### config.mk
export PLATFORM = sky130hd
export DESIGN_NAME = bit_serial_adder
export DESIGN_NICKNAME = d
export VERILOG_FILES = /design/src/rtl/bit_serial_adder.sv
export SDC_FILE = /design/constraint.sdc
export NUM_CORES = 1
export LEC_CHECK = 0
export ABC_AREA = 0
export BUFFER_PORTS_ARGS = -buffer_cell sky130_fd_sc_hd__buf_2
export CAP_MARGIN = 10
export CORE_ASPECT_RATIO = 0.75
export CORE_UTILIZATION = 29
export DETAILED_ROUTE_END_ITERATION = 12
export SYNTH_ARGS = -nofsm -noshare
export SYNTH_HDL_FRONTEND = slang
export SYNTH_HIERARCHICAL = 1
export SYNTH_SLANG_ARGS = --single-unit
### constraint.sdc
create_clock -name clk -period 1.4 [get_ports clk]
set_input_delay 0.07 -clock clk [delete_from_list [all_inputs] [get_ports clk]]
set_output_delay 0.07 -clock clk [all_outputs]
set_load 0.01 [all_outputs]
### src/rtl/bit_serial_adder.sv
// Bit-serial ripple adder: one full-adder cell processes one bit per clock,
// LSB first, under a three-state IDLE/RUN/DONE controller.
`timescale 1ns/1ps

module one_bit_full_adder (
  input  logic a,
  input  logic b,
  input  logic cin,
  output logic s,
  output logic cout
);
  assign s    = a ^ b ^ cin;
  assign cout = (a & b) | (cin & (a ^ b));
endmodule

module bit_serial_adder #(
  parameter int WIDTH = 8
) (
  input  logic             clk,
  input  logic             rst_n,
  input  logic             start,
  input  logic [WIDTH-1:0] a,
  input  logic [WIDTH-1:0] b,
  input  logic             cin,
  output logic             busy,
  output logic             done,
  output logic [WIDTH-1:0] sum,
  output logic             cout
);
  localparam int CNT_W = (WIDTH > 2) ? $clog2(WIDTH) : 1;
  localparam logic [CNT_W-1:0] LAST_BIT = CNT_W'(WIDTH - 1);

  typedef enum logic [1:0] {
    IDLE = 2'd0,
    RUN  = 2'd1,
    DONE = 2'd2
  } state_e;

  state_e             state_q, state_d;
  logic [WIDTH-1:0]   a_sh_q, a_sh_d;
  logic [WIDTH-1:0]   b_sh_q, b_sh_d;
  logic [WIDTH-1:0]   psum_q, psum_d;
  logic               carry_q, carry_d;
  logic [CNT_W-1:0]   cnt_q, cnt_d;
  logic [WIDTH-1:0]   sum_q, sum_d;
  logic               cout_q, cout_d;

  logic fa_s;
  logic fa_cout;

  one_bit_full_adder u_fa (
    .a    (a_sh_q[0]),
    .b    (b_sh_q[0]),
    .cin  (carry_q),
    .s    (fa_s),
    .cout (fa_cout)
  );

  // NOTE: every always_comb output gets its hold value first, so no path
  // through the case statement can leave a signal unassigned and infer a latch.
  always_comb begin
    state_d = state_q;
    a_sh_d  = a_sh_q;
    b_sh_d  = b_sh_q;
    psum_d  = psum_q;
    carry_d = carry_q;
    cnt_d   = cnt_q;
    sum_d   = sum_q;
    cout_d  = cout_q;

    unique case (state_q)
      IDLE: begin
        if (start) begin
          state_d = RUN;
          a_sh_d  = a;
          b_sh_d  = b;
          carry_d = cin;
          cnt_d   = '0;
        end
      end
      RUN: begin
        // Sum bits enter at the MSB, so after WIDTH shifts bit 0 sits at the LSB.
        psum_d  = {fa_s, psum_q[WIDTH-1:1]};
        a_sh_d  = a_sh_q >> 1;
        b_sh_d  = b_sh_q >> 1;
        carry_d = fa_cout;
        cnt_d   = cnt_q + CNT_W'(1);
        if (cnt_q == LAST_BIT) begin
          state_d = DONE;
          sum_d   = {fa_s, psum_q[WIDTH-1:1]};
          cout_d  = fa_cout;
        end
      end
      DONE: begin
        state_d = IDLE;
      end
      default: begin
        state_d = IDLE;
      end
    endcase
  end

  // NOTE: sequential state uses non-blocking assignments only; reset is
  // synchronous and clears every register, datapath included.
  always_ff @(posedge clk) begin
    if (!rst_n) begin
      state_q <= IDLE;
      a_sh_q  <= '0;
      b_sh_q  <= '0;
      psum_q  <= '0;
      carry_q <= 1'b0;
      cnt_q   <= '0;
      sum_q   <= '0;
      cout_q  <= 1'b0;
    end else begin
      state_q <= state_d;
      a_sh_q  <= a_sh_d;
      b_sh_q  <= b_sh_d;
      psum_q  <= psum_d;
      carry_q <= carry_d;
      cnt_q   <= cnt_d;
      sum_q   <= sum_d;
      cout_q  <= cout_d;
    end
  end

  // Status decodes straight from the state register, so it is glitch-free.
  assign busy = (state_q != IDLE);
  assign done = (state_q == DONE);
  assign sum  = sum_q;
  assign cout = cout_q;

endmodule

* After elaboration in Yosys (flattened, before gate mapping)
Index checks and enable logic that the tools add are counted.
Widths: inputs -> output; s select.
** Storage, ports and cells
- Flip-flop bits (word level) :: 39
- Word-level logic and storage cells :: 36
- Output and inout bits :: 11
- Bits of input ports :: 20
** Cells by class
- Bitwise logic cells :: 5
- Reduce and logical (&&, ||, !) cells :: 6
- $add $sub $neg :: 1
- Mux-type cells :: 11
- Equality and inequality tests :: 5
** Operators with widths (number)
- $pmux 8 s2 :: 2
- $mux 8 :: 2
- $pmux 3 s2 :: 1
- $reduce_and 2->1 :: 3
- $mux 2 :: 2
- $ne 2x2->1 const B :: 2
- $pmux 2 s2 :: 1
- $reduce_bool 2->1 :: 2
- $add 3x1->3 const B :: 1
- $eq 3x3->1 const B :: 1
- $mux 3 :: 1
- $and 1x1->1 :: 2
- $eq 2x1->1 const B :: 1
- $eq 2x2->1 const B :: 1
- $logic_not 2->1 :: 1
- $pmux 1 s2 :: 1
- $xor 1x1->1 :: 2
- $mux 1 :: 1
- $or 1x1->1 :: 1

* Logic depth before layout (Yosys ltp)
- Depth in word-level cells :: 4
- Depth in mapped cells :: 6
- Depth with buffers taken out :: 5

* Modules after synthesis
The synthesis kept the hierarchy.
** By module, submodules not included
- bit_serial_adder :: cells each 170, instances 1, seq. area each 760.7 µm², area each 1597.8 µm²
- one_bit_full_adder :: cells each 1, instances 1, seq. area each 0.0 µm², area each 20.0 µm²

* Worst setup path after synthesis
OpenSTA, ideal clock, no wires.
- Path kind :: reg2reg
- Start point :: register state_q[0]
- End point :: register a_sh_q[0]
- Setup time :: 117 ps
- Data arrival time :: 1227 ps
- Path buffers :: 3
- Slack :: 56 ps
- Required time :: 1283 ps
- Stages on the path, launching flop included :: 7
- Path through :: dfxtp_1 > buf_6 > or3b_1 > buf_6 > buf_12 > o221ai_2 > nor2_1
** Between the ends
- Longest elaborated chain between the ends :: 3
- Elaborated cells on any way between the ends :: 6
- Classes of those cells :: 2 x eq/ne; 1 x mux; 3 x reduce/logical
** Ends and longest elaborated chain
- start: declaration :: line 39 : state_e state_q, state_d;
- start signal: assignment :: line 116 : state_q <= state_d;
- $eq 2x1->1 / $logic_not 2->1 (equally long branches) :: line 71 : unique case (state_q)
- $reduce_bool 2->1 (no line) / $ne 2x2->1 (equally long branches)
- $reduce_and 2->1 (no line)
- end signal: assignment :: line 117 : a_sh_q <= a_sh_d;
- end: declaration :: line 40 : logic [WIDTH-1:0] a_sh_q, a_sh_d;
Several ways; a longest one is shown, not always the timed one.
A chain may end at the register's enable or synchronous reset.

* Final worst setup path
- Start point :: register state_q[1]
- End point :: output busy
** Between the ends
- Longest elaborated chain between the ends :: 1
** Ends and longest elaborated chain
- $reduce_bool 2->1 :: line 128 : assign busy = (state_q != IDLE);
- end: declaration :: line 25 : output logic busy,
No other way between the ends.

==> report_table.html <==
<table>
<tr><th>Metric</th><th>Value</th></tr>
<tr><th colspan="2">STA</th></tr>
<tr><td>Number of setup violations in the final report</td><td>0</td></tr>
<tr><td>Final-report hold violation count</td><td>0</td></tr>
<tr><td>Aggregate negative setup slack</td><td>0 ps</td></tr>
<tr><td>Rel. slew slack</td><td>75.74%</td></tr>
<tr><td>Unrepaired setup endpoints after global routing</td><td>no</td></tr>
<tr><td>Fin. max-slew vios</td><td>0</td></tr>
<tr><td>Maximum clock frequency</td><td>0.7874 GHz</td></tr>
<tr><td>Clock Skew</td><td>1.996 ps</td></tr>
<tr><td>Tcrit/Tclk final</td><td>90.72%</td></tr>
<tr><td>Slew at the pin with the worst max-slew slack</td><td>363.9 ps</td></tr>
<tr><td>Min cycle time layout</td><td>1270 ps</td></tr>
<tr><th colspan="2">Clock network</th></tr>
<tr><td>Clk sinks</td><td>38</td></tr>
<tr><td>Clock latency at the later pin of the worst-skew pair</td><td>290 ps</td></tr>
<tr><td>TritonCTS clock tree</td><td>built</td></tr>
<tr><td>Post-CTS Hold Buffers</td><td>0</td></tr>
<tr><td>Clock H-tree levels</td><td>2</td></tr>
<tr><td>Buffer levels on the longest clock path</td><td>2</td></tr>
<tr><td>Number of buffers inserted during clock tree synthesis</td><td>5</td></tr>
<tr><td>Reg clk slew, reported paths</td><td>70 ps</td></tr>
<tr><td>Buffer type at the clock tree root</td><td>clkbuf_8</td></tr>
<tr><th colspan="2">Floorplan</th></tr>
<tr><td>Standard-cell row count</td><td>23</td></tr>
<tr><td>Boundary pin count</td><td>31</td></tr>
<tr><td>Die footprint</td><td>0.005885 mm2</td></tr>
<tr><td>Width of the die</td><td>88.25 um</td></tr>
<tr><td>Die height</td><td>66.69 um</td></tr>
<tr><td>Standard cell core area</td><td>0.005353 mm2</td></tr>
<tr><td>Initial Utilization</td><td>30.22%</td></tr>
<tr><th colspan="2">Route</th></tr>
<tr><td>Iteration-0 DRC count of the detailed router</td><td>48</td></tr>
<tr><td>DR DRC count</td><td>0</td></tr>
<tr><td>Number of nets with antenna violations after routing</td><td>0</td></tr>
<tr><td>Pre-antenna DRT Iters</td><td>4</td></tr>
<tr><td>Routed via count divided by cell count</td><td>4.521</td></tr>
<tr><td>Overall via count from detail_route</td><td>1,275</td></tr>
<tr><td>Wire length after detailed routing</td><td>3264 um</td></tr>
<tr><td>Average detailed-routed wire length per instance</td><td>11.57 um</td></tr>
<tr><th colspan="2">Yosys</th></tr>
<tr><td>Distinct cells, synth</td><td>27</td></tr>
<tr><td>Number of warnings reported in the yosys synthesis log</td><td>6</td></tr>
<tr><td>Synthesized area</td><td>0.001618 mm2</td></tr>
<tr><td>Fraction of the yosys area taken by sequential cells</td><td>47.02%</td></tr>
<tr><td>#FFs+latches synth</td><td>38</td></tr>
<tr><td>Average size of a mapped cell</td><td>9.461 um2</td></tr>
<tr><td>Post-Synthesis Net Count</td><td>194</td></tr>
<tr><td>Synthesized instance count</td><td>171</td></tr>
<tr><th colspan="2">Setup path</th></tr>
<tr><td>Timing startpoint of the critical path</td><td>state_q[1]</td></tr>
<tr><td>Critical path startpoint category</td><td>flop</td></tr>
<tr><td>Highest fanout seen on the critical path</td><td>9</td></tr>
<tr><td>R2R Path Start</td><td>state_q[1]</td></tr>
<tr><td>CP endpoint kind</td><td>primary output</td></tr>
<tr><td>Data required time of the critical path</td><td>1330 ps</td></tr>
<tr><td>Crit path kind</td><td>reg2out</td></tr>
<tr><td>Setup slack, reg-to-reg</td><td>130 ps</td></tr>
<tr><td>Arr. time, crit path</td><td>1200 ps</td></tr>
<tr><th colspan="2">GRT</th></tr>
<tr><td>Largest net degree at the start of global routing</td><td>23</td></tr>
<tr><td>Global-route wire length before repair</td><td>5278 um</td></tr>
<tr><td>Via count of the first global-routing pass</td><td>1,144</td></tr>
<tr><td>Overflow left after global routing</td><td>0</td></tr>
<tr><td>Number of antenna violations at the first check in global routing</td><td>0</td></tr>
<tr><td>GRT Total Usage</td><td>12.29%</td></tr>
<tr><th colspan="2">Power and ir drop</th></tr>
<tr><td>Pwr Total</td><td>2124 uW</td></tr>
<tr><td>Leakage power</td><td>0.0007873 uW</td></tr>
<tr><td>Worst-case vdd ir drop</td><td>349.0 uV</td></tr>
<tr><td>Clock network power share</td><td>33.0%</td></tr>
<tr><td>P_sw</td><td>524.7 uW</td></tr>
<tr><td>Fraction of power spent switching nets</td><td>24.71%</td></tr>
<tr><td>Power share of the combinational group</td><td>12.0%</td></tr>
<tr><td>Power density cells</td><td>1076 mW/mm2</td></tr>
<tr><td>Share of total power in sequential cells</td><td>55.0%</td></tr>
<tr><td>Total internal power</td><td>1599 uW</td></tr>
<tr><th colspan="2">Finish</th></tr>
<tr><td>Most frequent cells in the layout</td><td>38 x dfxtp_1, 30 x nor2_1, 30 x buf_2, 24 x nand2_1, 14 x a21boi_0</td></tr>
<tr><td>Layout cells sized above 1</td><td>28.99%</td></tr>
<tr><td>Nets</td><td>230</td></tr>
<tr><td>ANT cells</td><td>0</td></tr>
<tr><td>Number of fillers in the final layout</td><td>563</td></tr>
<tr><td>Growth of design area from synthesis to finish</td><td>21.96%</td></tr>
<tr><td>Most frequent standard cell in the layout excluding fill and tap cells</td><td>dfxtp_1</td></tr>
<tr><th colspan="2">Placement</th></tr>
<tr><td>Routability cong.</td><td>0.6987</td></tr>
<tr><td>Detailed Place HPWL</td><td>2305 um</td></tr>
<tr><td>Port Buffers</td><td>30</td></tr>
<tr><th colspan="2">Min path</th></tr>
<tr><td>Start point of the worst hold path</td><td>b[5]</td></tr>
<tr><td>Path class of the lowest-slack min-delay path</td><td>in2reg</td></tr>
<tr><th colspan="2">Job</th></tr>
<tr><td># Max-Cap Violations</td><td>0</td></tr>
<tr><th colspan="2">Status</th></tr>
<tr><td>Result of the run</td><td>complete, no violations</td></tr>
</table>
-- power by group through the flow --
stage / Combinational, uW / Sequential (uW) / Clock, uW
after CTS: 259 / 1170 / 725
after global routing: 284 / 1170 / 777
after floorplan: 185 / 1180 / 0
after global placement: 254 / 1190 / 0
after detailed placement: 259 / 1190 / 0
final: 255 / 1170 / 701
-- final timing paths --
path | endpoint | cells after the start
setup / recovery | busy | 3
hold reg to reg | sum[5] | 2
hold / removal | b_sh_q[5] | 3
setup reg to reg | b_sh_q[0] | 4
-- synthesized netlist by cell type --
library cell / count / share of area [%]
buf_1: 1 / 0.23
a22oi_1: 4 / 1.9
fa_1: 1 / 1.2
o221ai_2: 10 / 9.3
o211a_1: 1 / 0.62
and3_1: 1 / 0.39
buf_2: 6 / 1.9
nand3b_1: 1 / 0.46
o221ai_1: 5 / 2.7
buf_12: 1 / 1.2
buf_6: 2 / 1.4
or3b_1: 1 / 0.54
dfxtp_1: 38 / 47
a21boi_0: 16 / 7.4
o21bai_1: 1 / 0.46
or2_2: 1 / 0.39
nor2_1: 30 / 7.0
inv_1: 1 / 0.23
ha_1: 2 / 1.5
nand2b_1: 1 / 0.39
clkbuf_1: 4 / 0.93
nor2b_1: 6 / 2.3
nor3b_1: 2 / 0.93
o21ba_2: 1 / 0.62
nand3_1: 9 / 2.8
nand2_1: 24 / 5.6
mux2i_1: 1 / 0.62
-- state kept, by name, summed over array words and instances, names as in the netlist --
| signal | cells |
|---|---|
| a_sh_q | 8 |
| b_sh_q | 8 |
| carry_q | 1 |
| cnt_q | 3 |
| cout | 1 |
| psum_q | 7 |
| state_q | 2 |
| sum | 8 |
-- area by class of cell --
cell class	count	area (um2)	area share (%)
sequential	38	760.7	38.55
inverter	1	3.754	0.1902
clock buffer	7	76.32	3.868
tap	75	93.84	4.756
timing repair buffer	43	276.5	14.01
multi-input combinational	118	762.0	38.62
-- critical path, stage by stage, from the launching register on --
cell	delay, ps
dfxtp_1	310
buf_4	160
or2_2	300
buf_2	140
-- metrics by stage --
step	util [%]	instance area, um2	instances	hold slack, ps	setup WS (ps)
final	36.86	1973	282	60.15	130.0
after global routing	36.86	1973	282	69.10	5.163
after CTS	36.79	1969	282	60.21	112.7
after detailed placement	35.37	1893	275	365.4	117.5
after global placement	35.37	1893	275	355.8	153.1
after floorplan	-	1618	171	252.6	55.53
-- repair_timing --
| item | 4_1_cts | 5_1_grt |
|---|---|---|
| resized for setup | 0 | 3 |
| buffers inserted | 0 | 0 |
| setup endpoints to repair | 0 | 4 |
-- cell families (layout without fill, tap and decap cells) --
| logic type | count (synthesis) | in the layout | synth area share (%) |
|---|---|---|---|
| AND/OR/NAND/NOR | 76 | 76 | 20.73 |
| flip-flops | 38 | 38 | 47.02 |
| adder cells (fa/ha/maj) | 3 | 3 | 2.784 |
| multiplexers | 1 | 1 | 0.6187 |
| buffers and inverters | 15 | 51 | 5.877 |
| AO/OA/AOI/OAI | 38 | 38 | 22.97 |
-- metal layers --
| metal | vias up | routed length (um) | global-route usage, % | part of all wire, % |
|---|---|---|---|---|
| met5 | - | 0 | 0 | 0 |
| met4 | 0 | 61 | 6.048 | 1.9 |
| met3 | 4 | 156 | 5.081 | 4.8 |
| met2 | 21 | 1398 | 16.92 | 43 |
| met1 | 585 | 1647 | 16.29 | 50 |
| li1 | 665 | - | - | - |
No activity file was read; power rests on OpenSTA's default activity.
